==> src/rtl/fwd_hazard_unit.sv <==
// Forwarding and load-use hazard unit for the EX stage.
// Produces registered per-operand forward selects over NUM_STG downstream
// stages, detects load-use hazards against the instruction in ID, holds the
// front end for LOAD_STALL cycles per hazard, and keeps saturating event
// counters for stalls and forwards.
module fwd_hazard_unit #(
  parameter int REG_AW     = 5,
  parameter int NUM_SRC    = 2,
  parameter int NUM_STG    = 2,
  parameter int SEL_W      = $clog2(NUM_STG + 1),
  parameter int LOAD_STALL = 1,
  parameter int CNT_W      = 16
) (
  input  logic                       Clk,
  input  logic                       Reset,
  input  logic [NUM_SRC*REG_AW-1:0]  Src_ID_EX,
  input  logic [NUM_SRC*REG_AW-1:0]  Src_IF_ID,
  input  logic [NUM_STG-1:0]         RegWrite_Stg,
  input  logic [NUM_STG*REG_AW-1:0]  Rd_Stg,
  input  logic                       MemRead_ID_EX,
  input  logic [REG_AW-1:0]          Rd_ID_EX,
  input  logic                       Cnt_Clr,
  output logic [NUM_SRC*SEL_W-1:0]   Forward_Sel,
  output logic                       Stall,
  output logic                       Flush_ID_EX,
  output logic [CNT_W-1:0]           Stall_Count,
  output logic [CNT_W-1:0]           Fwd_Count
);

  // Wide enough to hold LOAD_STALL-1 and never zero bits wide.
  localparam int REM_W = $clog2(LOAD_STALL + 1);

  typedef enum logic {
    S_IDLE,
    S_STALL
  } state_e;

  state_e                     state_q;
  logic [REM_W-1:0]           remain_q;
  logic [NUM_SRC*SEL_W-1:0]   fwdSel_d;
  logic [NUM_SRC*SEL_W-1:0]   fwdSel_q;
  logic                       fwdAny;
  logic                       srcMatch;
  logic                       hz;
  logic [CNT_W-1:0]           stallCnt_d;
  logic [CNT_W-1:0]           stallCnt_q;
  logic [CNT_W-1:0]           fwdCnt_d;
  logic [CNT_W-1:0]           fwdCnt_q;

  // Per-operand select: walk from the farthest stage inward so the nearest
  // matching stage is the last writer and therefore wins.
  always_comb begin
    fwdSel_d = '0;
    for (int i = 0; i < NUM_SRC; i++) begin
      for (int k = NUM_STG - 1; k >= 0; k--) begin
        if (RegWrite_Stg[k] &&
            (Rd_Stg[k*REG_AW +: REG_AW] != '0) &&
            (Rd_Stg[k*REG_AW +: REG_AW] == Src_ID_EX[i*REG_AW +: REG_AW])) begin
          fwdSel_d[i*SEL_W +: SEL_W] = SEL_W'(k + 1);
        end
      end
    end
  end

  // A field is nonzero exactly when some bit in it is set.
  assign fwdAny = |fwdSel_d;

  // Load-use detection: the load in EX writes a register the ID instruction reads.
  always_comb begin
    srcMatch = 1'b0;
    for (int i = 0; i < NUM_SRC; i++) begin
      if (Src_IF_ID[i*REG_AW +: REG_AW] == Rd_ID_EX) begin
        srcMatch = 1'b1;
      end
    end
  end

  assign hz = MemRead_ID_EX && (Rd_ID_EX != '0) && srcMatch;

  // Stall is Mealy in IDLE and forced low while reset is held.
  assign Stall       = !Reset && ((state_q == S_STALL) || hz);
  assign Flush_ID_EX = Stall;

  // Stall sequencer: the detection cycle is the first stall cycle, STALL
  // covers the remaining LOAD_STALL-1 cycles and ignores further hazards.
  always_ff @(posedge Clk or posedge Reset) begin
    if (Reset) begin
      state_q  <= S_IDLE;
      remain_q <= '0;
    end else begin
      case (state_q)
        S_IDLE: begin
          if (hz && (LOAD_STALL > 1)) begin
            state_q  <= S_STALL;
            remain_q <= REM_W'(LOAD_STALL - 1);
          end
        end
        S_STALL: begin
          if (remain_q == REM_W'(1)) begin
            state_q  <= S_IDLE;
            remain_q <= '0;
          end else begin
            remain_q <= remain_q - 1'b1;
          end
        end
        default: begin
          state_q  <= S_IDLE;
          remain_q <= '0;
        end
      endcase
    end
  end

  // Saturating event counters; clear takes priority over counting.
  always_comb begin
    stallCnt_d = stallCnt_q;
    fwdCnt_d   = fwdCnt_q;
    if (Cnt_Clr) begin
      stallCnt_d = '0;
      fwdCnt_d   = '0;
    end else begin
      if (Stall && (stallCnt_q != '1)) begin
        stallCnt_d = stallCnt_q + 1'b1;
      end
      if (fwdAny && (fwdCnt_q != '1)) begin
        fwdCnt_d = fwdCnt_q + 1'b1;
      end
    end
  end

  // Register forward selects and counters.
  always_ff @(posedge Clk or posedge Reset) begin
    if (Reset) begin
      fwdSel_q   <= '0;
      stallCnt_q <= '0;
      fwdCnt_q   <= '0;
    end else begin
      fwdSel_q   <= fwdSel_d;
      stallCnt_q <= stallCnt_d;
      fwdCnt_q   <= fwdCnt_d;
    end
  end

  assign Forward_Sel = fwdSel_q;
  assign Stall_Count = stallCnt_q;
  assign Fwd_Count   = fwdCnt_q;

endmodule

==> config.mk <==
export PLATFORM = sky130hd
export DESIGN_NAME = fwd_hazard_unit
export DESIGN_NICKNAME = d
export VERILOG_FILES = /design/src/rtl/fwd_hazard_unit.sv
export SDC_FILE = /design/constraint.sdc
export NUM_CORES = 1
export LEC_CHECK = 0
export CAP_MARGIN = 15
export CORE_UTILIZATION = 42
export DETAILED_ROUTE_END_ITERATION = 10
export PLACE_DENSITY = 0.87
export SYNTH_ARGS = -nofsm -noshare
export SYNTH_HDL_FRONTEND = slang
export SYNTH_SLANG_ARGS = --single-unit
export TNS_END_PERCENT = 100
==> constraint.sdc <==
create_clock -name Clk -period 2 [get_ports Clk]
set_input_delay 0.4 -clock Clk [delete_from_list [all_inputs] [get_ports Clk]]
set_output_delay 0.4 -clock Clk [all_outputs]
set_load 0.02 [all_outputs]
==> results.toml <==
[sta]
rsz0062_at_grt = "true"
tightest_slew_ns = 0.565
fin_crit_ns = 2.18
clock.fmax_mhz = 459
skew_ns = 0.00427
slew-limit-headroom = 0.619
finalSetupViolations = 20
fin_crit_sh = 1.09
slew_violations = 0
worst_slack_ns = -0.178
hold_viol_final = 0

[yosys]
synth.area.top_cells = "dfrtp_1 40%, xnor2_1 8.2%, a21oi_1 5.3%"
synth_area_sq_um = 2360
syn-instance-count = 252
synthAdderAreaFrac = 0.0106
synth_top_family_by_area = "simple AND/OR/NAND/NOR gates"
synth-xor-area-share = 0.123
synth_edf_count = 0
synthMuxAreaShare = 0.0180
synth_top_cell_area_share = 0.403
avgSynthCellArea_sq_um = 9.36
ys.flop_type = "dfrtp_1"
syn_nets = 295
yosys.cell_types.count = 39
synth-seq-cells = 38
yosys.area.top_type = "dfrtp_1"
synthArstFlopShare = 1.00
synth_compound_area_frac = 0.160
synth_common_cells = "38 x dfrtp_1, 25 x a21oi_1, 22 x xnor2_1"
yosysMostFrequentCell = "dfrtp_1"
yosys_warnings = 0
synth_seq_area_share = 0.403
yosys.area_share.simple = 0.252

[worst_setup_path]
required_ns = 2.19
setup.worst_path.class = "in2reg"
worstPathMaxFanout = 5
crit_path_cell_trace = "buf_8, or4_4, o21ai_4, nor4_4, buf_4, o41ai_4, buf_6, mux2i_1, nor2_1"
endpoint_kind = "flop"
start_kind = "input pin"
cp.arrival_ns = 2.37
reg2reg_depth = 8
cp_slowest_cell = "or4_4"
max_stage_delay_ns = 0.54

[die]
ios = 79
die_w_um = 76.9
initial_core_util = 0.448
core_area_sq_um = 5270
die_h_um = 76.9
rows = 26
dieArea_sq_um = 5920

[min_path]
hold_class = "in2async"

[power_and_ir_drop]
netSwitchingFraction = 0.266
p_switching_mw = 0.444
p_per_area_nw_per_um2 = 414
comb_power_share = 0.202
leakagePower_nw = 1.66
internal_power_mw = 1.23
power_frac_seq = 0.463
ir_worst_vdd_mv = 0.404
clock_power_share = 0.336

[routing]
avgRoutedWirePerCell_um = 17.0
postRouteAntennaNets = 0
first_pass_iters = 4
drt_iter0_drc = 211
routed_wl_um = 7860
viasPerCell = 5.64
drc = 0
vias = 2607

[clock_tree]
cts.clk_slew.worst_paths_ns = 0.08
clock_latency_ns = 0.30
hold_buffers = 0
cts_buffers = 5
htreeDepth = 2
cts.sinks = 38
max-clock-path-buffers = 2
root_buffer = "clkbuf_8"
cts_tree = "done"

[global_routing]
antenna_found_initial = 0
grt-ovfl-total = 0
grt_max_degree = 36
grt_pass1_vias = 2527
grt_pass1_wl_um = 12200
grt_usage = 0.262

[layout]
nFillCells = 365
syn_to_final_growth_pct = 71.4
fin_nets = 434
drive_gt1_frac = 0.339
diodes = 0
fin_cells = 462

[placed_design]
hpwlAfterDp_um = 4960
placement.io_buffers = 78
pre_cts_ws_ns = -0.833
place_congestion = 0.873
dp_cells = 438

[outcome]
status = "complete, but fails checks"
violations = "setup timing"

[flow_run]
drv_cap = 0
==> power by group through the flow <==
stage	Sequential (mW)	Clock, mW	Combinational [mW]
3_3_place_gp	0.788	0	0.287
2_1_floorplan	0.794	0	0.125
3_5_place_dp	0.788	0	0.296
5_1_grt	0.773	0.600	0.362
6_report	0.773	0.561	0.338
4_1_cts	0.773	0.563	0.318
==> sequential cells by signal, indices dropped and copies added, names as in the netlist <==
| register | cells |
|---|---|
| Forward_Sel | 4 |
| Stall_Count | 16 |
| Fwd_Count | 16 |
| state_q | 1 |
| remain_q | 1 |
==> worst max-delay path, delay by kind of cell <==
kind | cells | cell delay (ns)
AO/OA/AOI/OAI | 2 | 0.67
AND/OR/NAND/NOR | 3 | 0.66
buffers and inverters | 3 | 0.45
multiplexers | 1 | 0.18
==> through the flow <==
stage | util | instance area, sq um | TNS (ns) | power, mW | hold WS, ns
finish | 0.767 | 4040 | -2.18 | 1.67 | 0.445
global route | 0.767 | 4040 | -4.44 | 1.74 | 0.469
CTS | 0.723 | 3810 | -1.51 | 1.65 | 0.432
detailed placement | 0.679 | 3580 | -20.89 | 1.08 | 0.445
global placement | 0.679 | 3580 | -18.27 | 1.08 | 0.427
floorplan | - | 2400 | -1.29 | 0.919 | 0.420
==> kinds of logic (layout without fill, tap and decap cells) <==
group           after synthesis  count (layout)
compound gates               60              60
xor+xnor                     33              33
fa+ha+maj                     2               2
buf+inv                      15             155
flops                        38              38
mux                           4               4
simple gates                100             100
==> cell usage in the layout, fill, tap and decap left out, types with 3 or more instances in the layout <==
cell type,Yosys,layout
a21oi_1,25,16
a21oi_2,0,9
buf_12,0,3
buf_2,1,5
buf_4,3,52
buf_6,0,10
buf_8,1,4
clkbuf_8,0,6
clkdlybuf4s50_1,0,39
dfrtp_1,38,36
dlygate4sd2_1,0,25
inv_1,6,6
nand2_1,13,13
nand3_1,21,21
nand4_1,6,6
nor2_1,12,11
nor2b_1,4,4
nor4_4,1,7
o21ai_0,5,5
o21ai_1,10,7
o21ai_2,2,3
o31ai_1,10,10
or3_1,15,14
or4_1,13,4
or4_4,0,9
xnor2_1,22,21
xor2_1,11,9
==> repair_timing <==
item,4_1_cts,5_1_grt
hold endpoints to repair,0,0
setup endpoints to repair,34,34
resized for setup,114,38
pin swaps,43,34
cloned,3,2
buffers inserted,10,5
==> layer usage <==
metal | vias up | GRT usage | wire length (um)
met1 | 1268 | 0.298 | 2980
met3 | 13 | 0.0571 | 473
met2 | 112 | 0.495 | 4280
li1 | 1214 | - | -
met5 | - | 0 | 0
met4 | 0 | 0.0538 | 131
==> path summary, 6_finish.rpt <==
path | start | slack (ns) | endpoint
setup / recovery | Rd_Stg[7] | -0.18 | Fwd_Count[1]
hold / removal | Reset | 0.45 | remain_q
setup reg to reg | Stall_Count[1] | -0.03 | Stall_Count[11]
hold reg to reg | remain_q | 0.46 | state_q
max in group asynchronous | Reset | 1.10 | Stall_Count[11]
min in group Clk | remain_q | 0.46 | state_q
==> final cells by class <==
| class | instances | area [sq um] | area share |
|---|---|---|---|
| clock buffers | 8 | 90.1 | 0.0223 |
| inverters | 6 | 22.5 | 0.00557 |
| multi-input cells | 199 | 1580 | 0.390 |
| flip-flops and latches | 38 | 953 | 0.236 |
| well taps | 70 | 87.6 | 0.0217 |
| repair buffers | 141 | 1310 | 0.325 |
Note: power is estimated with default switching activity, not from simulation.
